`config.mk`:
```
export PLATFORM = sky130hd
export DESIGN_NAME = load_store_unit
export DESIGN_NICKNAME = d
export VERILOG_FILES = /design/src/rtl/lsu_pkg.sv /design/src/rtl/lsu_load_extract.sv /design/src/rtl/load_store_unit.sv
export SDC_FILE = /design/constraint.sdc
export NUM_CORES = 1
export LEC_CHECK = 0
export CORE_MARGIN = 10
export CORE_UTILIZATION = 48
export DETAILED_ROUTE_END_ITERATION = 6
export MAX_ROUTING_LAYER = met4
export PLACE_DENSITY = 0.87
export SLEW_MARGIN = 5
export SYNTH_ARGS = -nofsm -noshare
export SYNTH_HDL_FRONTEND = slang
export SYNTH_SLANG_ARGS = --single-unit
```
`constraint.sdc`:
```
create_clock -name clk -period 3.3 [get_ports clk]
set_clock_uncertainty 0.1 [all_clocks]
set_input_delay 0.33 -clock clk [delete_from_list [all_inputs] [get_ports clk]]
set_output_delay 0.33 -clock clk [all_outputs]
set_load 0.02 [all_outputs]
```
`src/rtl/lsu_pkg.sv`:
```
// rtl/lsu_pkg.sv - Shared memOp encodings, FSM states and lane helpers for the load/store unit.
package lsu_pkg;

  localparam logic [2:0] M_LB  = 3'd0;
  localparam logic [2:0] M_LH  = 3'd1;
  localparam logic [2:0] M_LW  = 3'd2;
  localparam logic [2:0] M_LBU = 3'd4;
  localparam logic [2:0] M_LHU = 3'd5;
  localparam logic [2:0] M_SB  = M_LB;
  localparam logic [2:0] M_SH  = M_LH;
  localparam logic [2:0] M_SW  = M_LW;

  typedef enum logic [2:0] {
    IDLE,
    ISSUE,
    WAIT,
    RESP,
    FAULT
  } lsu_state_e;

  // Misaligned accesses, unused encodings and stores of unsigned ops all fault.
  function automatic logic lsu_fault(input logic [2:0] op, input logic we, input logic [1:0] off);
    logic f;
    case (op)
      M_LB:    f = 1'b0;
      M_LH:    f = off[0];
      M_LW:    f = (off != 2'b00);
      M_LBU:   f = we;
      M_LHU:   f = we | off[0];
      default: f = 1'b1;
    endcase
    return f;
  endfunction

  function automatic logic [3:0] lsu_wmask(input logic [2:0] op, input logic [1:0] off);
    logic [3:0] m;
    case (op)
      M_SB:    m = 4'b0001 << off;
      M_SH:    m = 4'b0011 << off;
      default: m = 4'b1111;
    endcase
    return m;
  endfunction

endpackage

```
`src/rtl/lsu_load_extract.sv`:
```
// rtl/lsu_load_extract.sv - Selects the addressed byte/half/word from a read word and extends it.
module lsu_load_extract
  import lsu_pkg::*;
#(
  parameter int DATA_W = 32
) (
  input  logic [DATA_W-1:0] word_i,
  input  logic [1:0]        off_i,
  input  logic [2:0]        op_i,
  output logic [DATA_W-1:0] result_o
);

  logic [DATA_W-1:0] lane;

  always_comb begin
    lane = word_i >> {off_i, 3'b000};
    case (op_i)
      M_LB:    result_o = {{(DATA_W-8){lane[7]}}, lane[7:0]};
      M_LH:    result_o = {{(DATA_W-16){lane[15]}}, lane[15:0]};
      M_LW:    result_o = lane;
      M_LBU:   result_o = {{(DATA_W-8){1'b0}}, lane[7:0]};
      M_LHU:   result_o = {{(DATA_W-16){1'b0}}, lane[15:0]};
      default: result_o = '0;
    endcase
  end

endmodule

```
`src/rtl/load_store_unit.sv`:
```
// rtl/load_store_unit.sv - Single-outstanding load/store initiator driving a word-wide data-memory port.
module load_store_unit
  import lsu_pkg::*;
#(
  parameter int ADDR_W = 32,
  parameter int DATA_W = 32
) (
  input  logic              clk,
  input  logic              rstn,
  input  logic              reqValid,
  output logic              reqReady,
  input  logic [ADDR_W-1:0] reqAddr,
  input  logic [DATA_W-1:0] reqWdata,
  input  logic [2:0]        reqMemOp,
  input  logic              reqWe,
  output logic              rspValid,
  output logic [DATA_W-1:0] rspData,
  output logic              rspFault,
  output logic              memReqValid,
  input  logic              memReqReady,
  output logic [ADDR_W-1:0] memAddr,
  output logic [DATA_W-1:0] memWdata,
  output logic [3:0]        memWmask,
  output logic              memWe,
  input  logic              memRspValid,
  input  logic [DATA_W-1:0] memRdata
);

  lsu_state_e        state_q;
  logic [1:0]        off_q;
  logic [2:0]        op_q;
  logic              reqReady_q;
  logic              rspValid_q;
  logic [DATA_W-1:0] rspData_q;
  logic              rspFault_q;
  logic              memReqValid_q;
  logic [ADDR_W-1:0] memAddr_q;
  logic [DATA_W-1:0] memWdata_q;
  logic [3:0]        memWmask_q;
  logic              memWe_q;

  logic [1:0]        req_off;
  logic              req_fault;
  logic [DATA_W-1:0] load_result;

  assign req_off   = reqAddr[1:0];
  assign req_fault = lsu_fault(reqMemOp, reqWe, req_off);

  lsu_load_extract #(.DATA_W(DATA_W)) u_extract (
    .word_i  (memRdata),
    .off_i   (off_q),
    .op_i    (op_q),
    .result_o(load_result)
  );

  always_ff @(posedge clk or negedge rstn) begin
    if (!rstn) begin
      state_q       <= IDLE;
      off_q         <= 2'b00;
      op_q          <= 3'b000;
      reqReady_q    <= 1'b0;
      rspValid_q    <= 1'b0;
      rspData_q     <= '0;
      rspFault_q    <= 1'b0;
      memReqValid_q <= 1'b0;
      memAddr_q     <= '0;
      memWdata_q    <= '0;
      memWmask_q    <= 4'b0000;
      memWe_q       <= 1'b0;
    end else begin
      case (state_q)
        IDLE: begin
          // reqReady_q is low for the first IDLE cycle out of reset, so nothing is accepted then.
          if (reqReady_q && reqValid) begin
            reqReady_q <= 1'b0;
            off_q      <= req_off;
            op_q       <= reqMemOp;
            if (req_fault) begin
              state_q    <= FAULT;
              rspValid_q <= 1'b1;
              rspFault_q <= 1'b1;
            end else begin
              state_q       <= ISSUE;
              memReqValid_q <= 1'b1;
              memAddr_q     <= {reqAddr[ADDR_W-1:2], 2'b00};
              memWe_q       <= reqWe;
              memWmask_q    <= reqWe ? lsu_wmask(reqMemOp, req_off) : 4'b0000;
              memWdata_q    <= reqWe ? (reqWdata << {req_off, 3'b000}) : '0;
            end
          end else begin
            reqReady_q <= 1'b1;
          end
        end
        ISSUE: begin
          if (memReqReady) begin
            memReqValid_q <= 1'b0;
            if (memWe_q) begin
              state_q    <= RESP;
              rspValid_q <= 1'b1;
            end else begin
              state_q <= WAIT;
            end
          end
        end
        WAIT: begin
          if (memRspValid) begin
            state_q    <= RESP;
            rspValid_q <= 1'b1;
            rspData_q  <= load_result;
          end
        end
        RESP, FAULT: begin
          state_q    <= IDLE;
          rspValid_q <= 1'b0;
          rspFault_q <= 1'b0;
          rspData_q  <= '0;
          reqReady_q <= 1'b1;
        end
        default: state_q <= IDLE;
      endcase
    end
  end

  assign reqReady    = reqReady_q;
  assign rspValid    = rspValid_q;
  assign rspData     = rspData_q;
  assign rspFault    = rspFault_q;
  assign memReqValid = memReqValid_q;
  assign memAddr     = memAddr_q;
  assign memWdata    = memWdata_q;
  assign memWmask    = memWmask_q;
  assign memWe       = memWe_q;

endmodule
```
==> flow_metrics.env <==
export IMPL_dieWidth_um=126.6
export IMPL_antenna_found_initial=0
export IMPL_insertion_delay_ns=0.34
export IMPL_synth_seq_area_share_pct=50.94
export IMPL_drtPass1Iterations=5
export IMPL_synthTopCellsByArea="dfrtp_1 (51%), mux2_2 (9.3%), mux2i_1 (6.2%)"
export IMPL_cts_setup_buffers=0
export IMPL_ys_flop_type="dfrtp_1"
export IMPL_critPathArrivalTime_ns=2.39
export IMPL_drtIter0Drc=389
export IMPL_yosys_area_top_type_share_pct=50.94
export IMPL_crit_buf_inv=1
export IMPL_crit_slowest_cell="dfrtp_1"
export IMPL_drc=0
export IMPL_grt_pass1_wl_um=27540
export IMPL_setup_violations=0
export IMPL_final_antenna_net_count=0
export IMPL_cts_root_buf="clkbuf_16"
export IMPL_worstHoldStart="memWdata[11]"
export IMPL_syn_inst=495
export IMPL_diodes=0
export IMPL_fmax_mhz=441.1
export IMPL_wl_per_cell_um=20.93
export IMPL_end_kind="register"
export IMPL_holdCritPathClass="register to register"
export IMPL_grt_start_max_net_pins=59
export IMPL_async_flop_share_pct=100.0
export IMPL_cpLargestDelayFamily="flip-flops"
export IMPL_hpwl_um=13410
export IMPL_crit_chain="buf_4 -> mux2_2 -> nand2_1 -> o21ai_0 -> a22o_1"
export IMPL_yosysMostFrequentCell="dfrtp_1"
export IMPL_avgViaCountPerCell=5.573
export IMPL_min_to="memWdata[11]"
export IMPL_io_pin_count=210
export IMPL_crit_path_start_kind="register"
export IMPL_ys_types=46
export IMPL_mappedNetlistArea_um2=5453
export IMPL_fillers=823
export IMPL_ys_ff_latch=111
export IMPL_synth_area_leader_cell="dfrtp_1"
export IMPL_vias=4626
export IMPL_grt_setup_unrepaired="no"
export IMPL_reg2reg_from="off_q[0]"
export IMPL_power_density_nw_per_um2=898.5
export IMPL_fin_crit_ns=2.267
export IMPL_total_power_mw=7.093
export IMPL_grt_pass1_vias=4862
export IMPL_drv_cap=0
export IMPL_cts_max_level=3
export IMPL_slew_violations=0
export IMPL_criticalPathCategory="register to register"
export IMPL_status="finished, final reports clean"
export IMPL_fp_row_count=38
export IMPL_cts_buffers=9
export IMPL_whs_path_depth=2
export IMPL_clkTransAtPathRegs_ns=0.08
export IMPL_worst_pin_slew_ns=1.075
export IMPL_grt_overflow=0
export IMPL_initial_utilization_pct=49.65
export IMPL_area_growth_pct=44.77
export IMPL_wl_um=17380
export IMPL_port_buffers=207
export IMPL_cts_tree="yes"
export IMPL_p_leak_nw=3.420
export IMPL_synth_edf_count=0
export IMPL_setup_tns_ns=0
export IMPL_worstPathMaxFanout=19
export IMPL_gr_usage_all_layers_pct=21.67
export IMPL_required_ns=3.42
export IMPL_fin_nets=791
export IMPL_fp_dieArea_um2=16020
export IMPL_rrSetupSlack_ns=1.03
export IMPL_yosysWarnings=0
export IMPL_post_route_period_util_pct=68.69
export IMPL_core_area_um2=10980
export IMPL_r2r_end="rspData[1]"
export IMPL_irDropWorstVdd_mv=0.6450
export IMPL_finalHoldViolCount=0
export IMPL_cts_sinks=111
export IMPL_clock_path_buffers=2
export IMPL_slew_limit_headroom_pct=28.17
export IMPL_yosys_top_cells_count="dfrtp_1 (111), nand2_1 (71), mux2_2 (45)"
export IMPL_reg2reg_depth=5
export IMPL_drive_above_1_share_pct=13.48
export IMPL_place_gp_congestion=0.9122
export IMPL_die_y_um=126.6
export IMPL_synth_area_per_cell_um2=11.02
export IMPL_slowest_delay_ns=0.76
[stage by stage]
step	util, %	hold slack [ns]	instances	setup slack (ns)	cell area [um^2]
6_report	71.87	0.3792	830	1.033	7894
5_1_grt	71.87	0.4143	830	0.9152	7894
4_1_cts	71.87	0.3863	830	1.038	7894
3_5_place_dp	69.22	0.3291	814	0.7077	7602
3_3_place_gp	69.22	0.3196	814	0.8022	7602
2_1_floorplan	-	-0.06559	496	1.464	5456
[flip-flops by register name (all words and copies together) (netlist names), 2 cells and up]
signal    count
memAddr      30
memWdata     32
memWmask      4
off_q         2
op_q          3
rspData      32
state_q       3
[cells in the final DEF, fill, tap and decap left out, drive strengths merged, types with 2 or more instances in the layout]
cell           Yosys  routed
a21oi             11      11
nand2             71      71
inv                3       5
nor3b              5       5
a22o               7       7
nand3b             2       2
nor3               3       3
clkbuf            17      10
dfrtp            111     111
nor2b              7       7
clkdlybuf4s50      0     206
nor4               2       2
nor2              17      17
conb               1       2
o2111a             2       2
mux2i             34      34
a221o             16      16
a2bb2oi            3       3
or2                5       5
mux2              53      53
o211ai             8       8
a211oi             3       3
buf               22      11
a211o              8       8
and2               9       9
o21ai             53      53
o31ai              9       9
clkinvlp           0       3
nand2b             3       3
[layout make-up]
| type | instances | area, um^2 | share of cell area [%] |
|---|---|---|---|
| Timing Repair Buffer | 218 | 2155 | 27.29 |
| Sequential cell | 111 | 2778 | 35.19 |
| Inverter | 3 | 11.26 | 0.1427 |
| Tap cell | 140 | 175.2 | 2.219 |
| Clock buffer | 10 | 239.0 | 3.027 |
| Clock inverter | 5 | 42.54 | 0.5389 |
| Multi-Input combinational cell | 343 | 2494 | 31.59 |
[routing by layer]
layer,vias up,GRT usage (%),wire length (um)
met1,2301,25.38,7024
met3,18,5.498,1101
met2,144,36.51,8963
met4,0,5.358,284
li1,2163,-,-
met5,-,-,0
[worst max path at each step]
| stage | cells past startpoint | slack [ns] | to | from |
|---|---|---|---|---|
| 3_3_place_gp | 6 | 0.80 | memWdata[17] | reqAddr[0] |
| 2_1_floorplan | 5 | 1.46 | rspData[17] | off_q[0] |
| 6_report | 5 | 1.03 | rspData[1] | off_q[0] |
| 4_1_cts | 4 | 1.04 | rspData[21] | off_q[0] |
| 3_5_place_dp | 5 | 0.71 | memAddr[30] | reqAddr[1] |
| 5_1_grt | 6 | 0.92 | memWdata[18] | reqAddr[0] |
[worst min-delay path, delay by kind of cell (launching register included)]
kind,cells,cell delay (ns)
flip-flops,1,0.34
AND/OR/NAND/NOR,1,0.05
AO/OA/AOI/OAI,1,0.06
[where the power goes]
part	internal [mW]	switching [mW]	leakage, nW
Sequential	1.97	0.532	1.43
Clock	0.537	0.497	0.129
Combinational	1.81	1.75	1.86
[what timing repair did]
action | CTS | global route
hold buffers | 1 | 0
gates resized for setup | 0 | 0
hold endpoints to repair | 55 | 0
[logic make-up (layout without fill, tap and decap cells)]
kind of cell | count (synthesis) | after routing | synth area share, %
compound gates | 127 | 127 | 16.13
simple gates | 127 | 127 | 11.34
flops | 111 | 111 | 50.94
mux | 87 | 87 | 17.74
buf+inv | 42 | 236 | 3.786
other cells | 1 | 2 | 0.06877
Power figures use the tool's default switching activity.
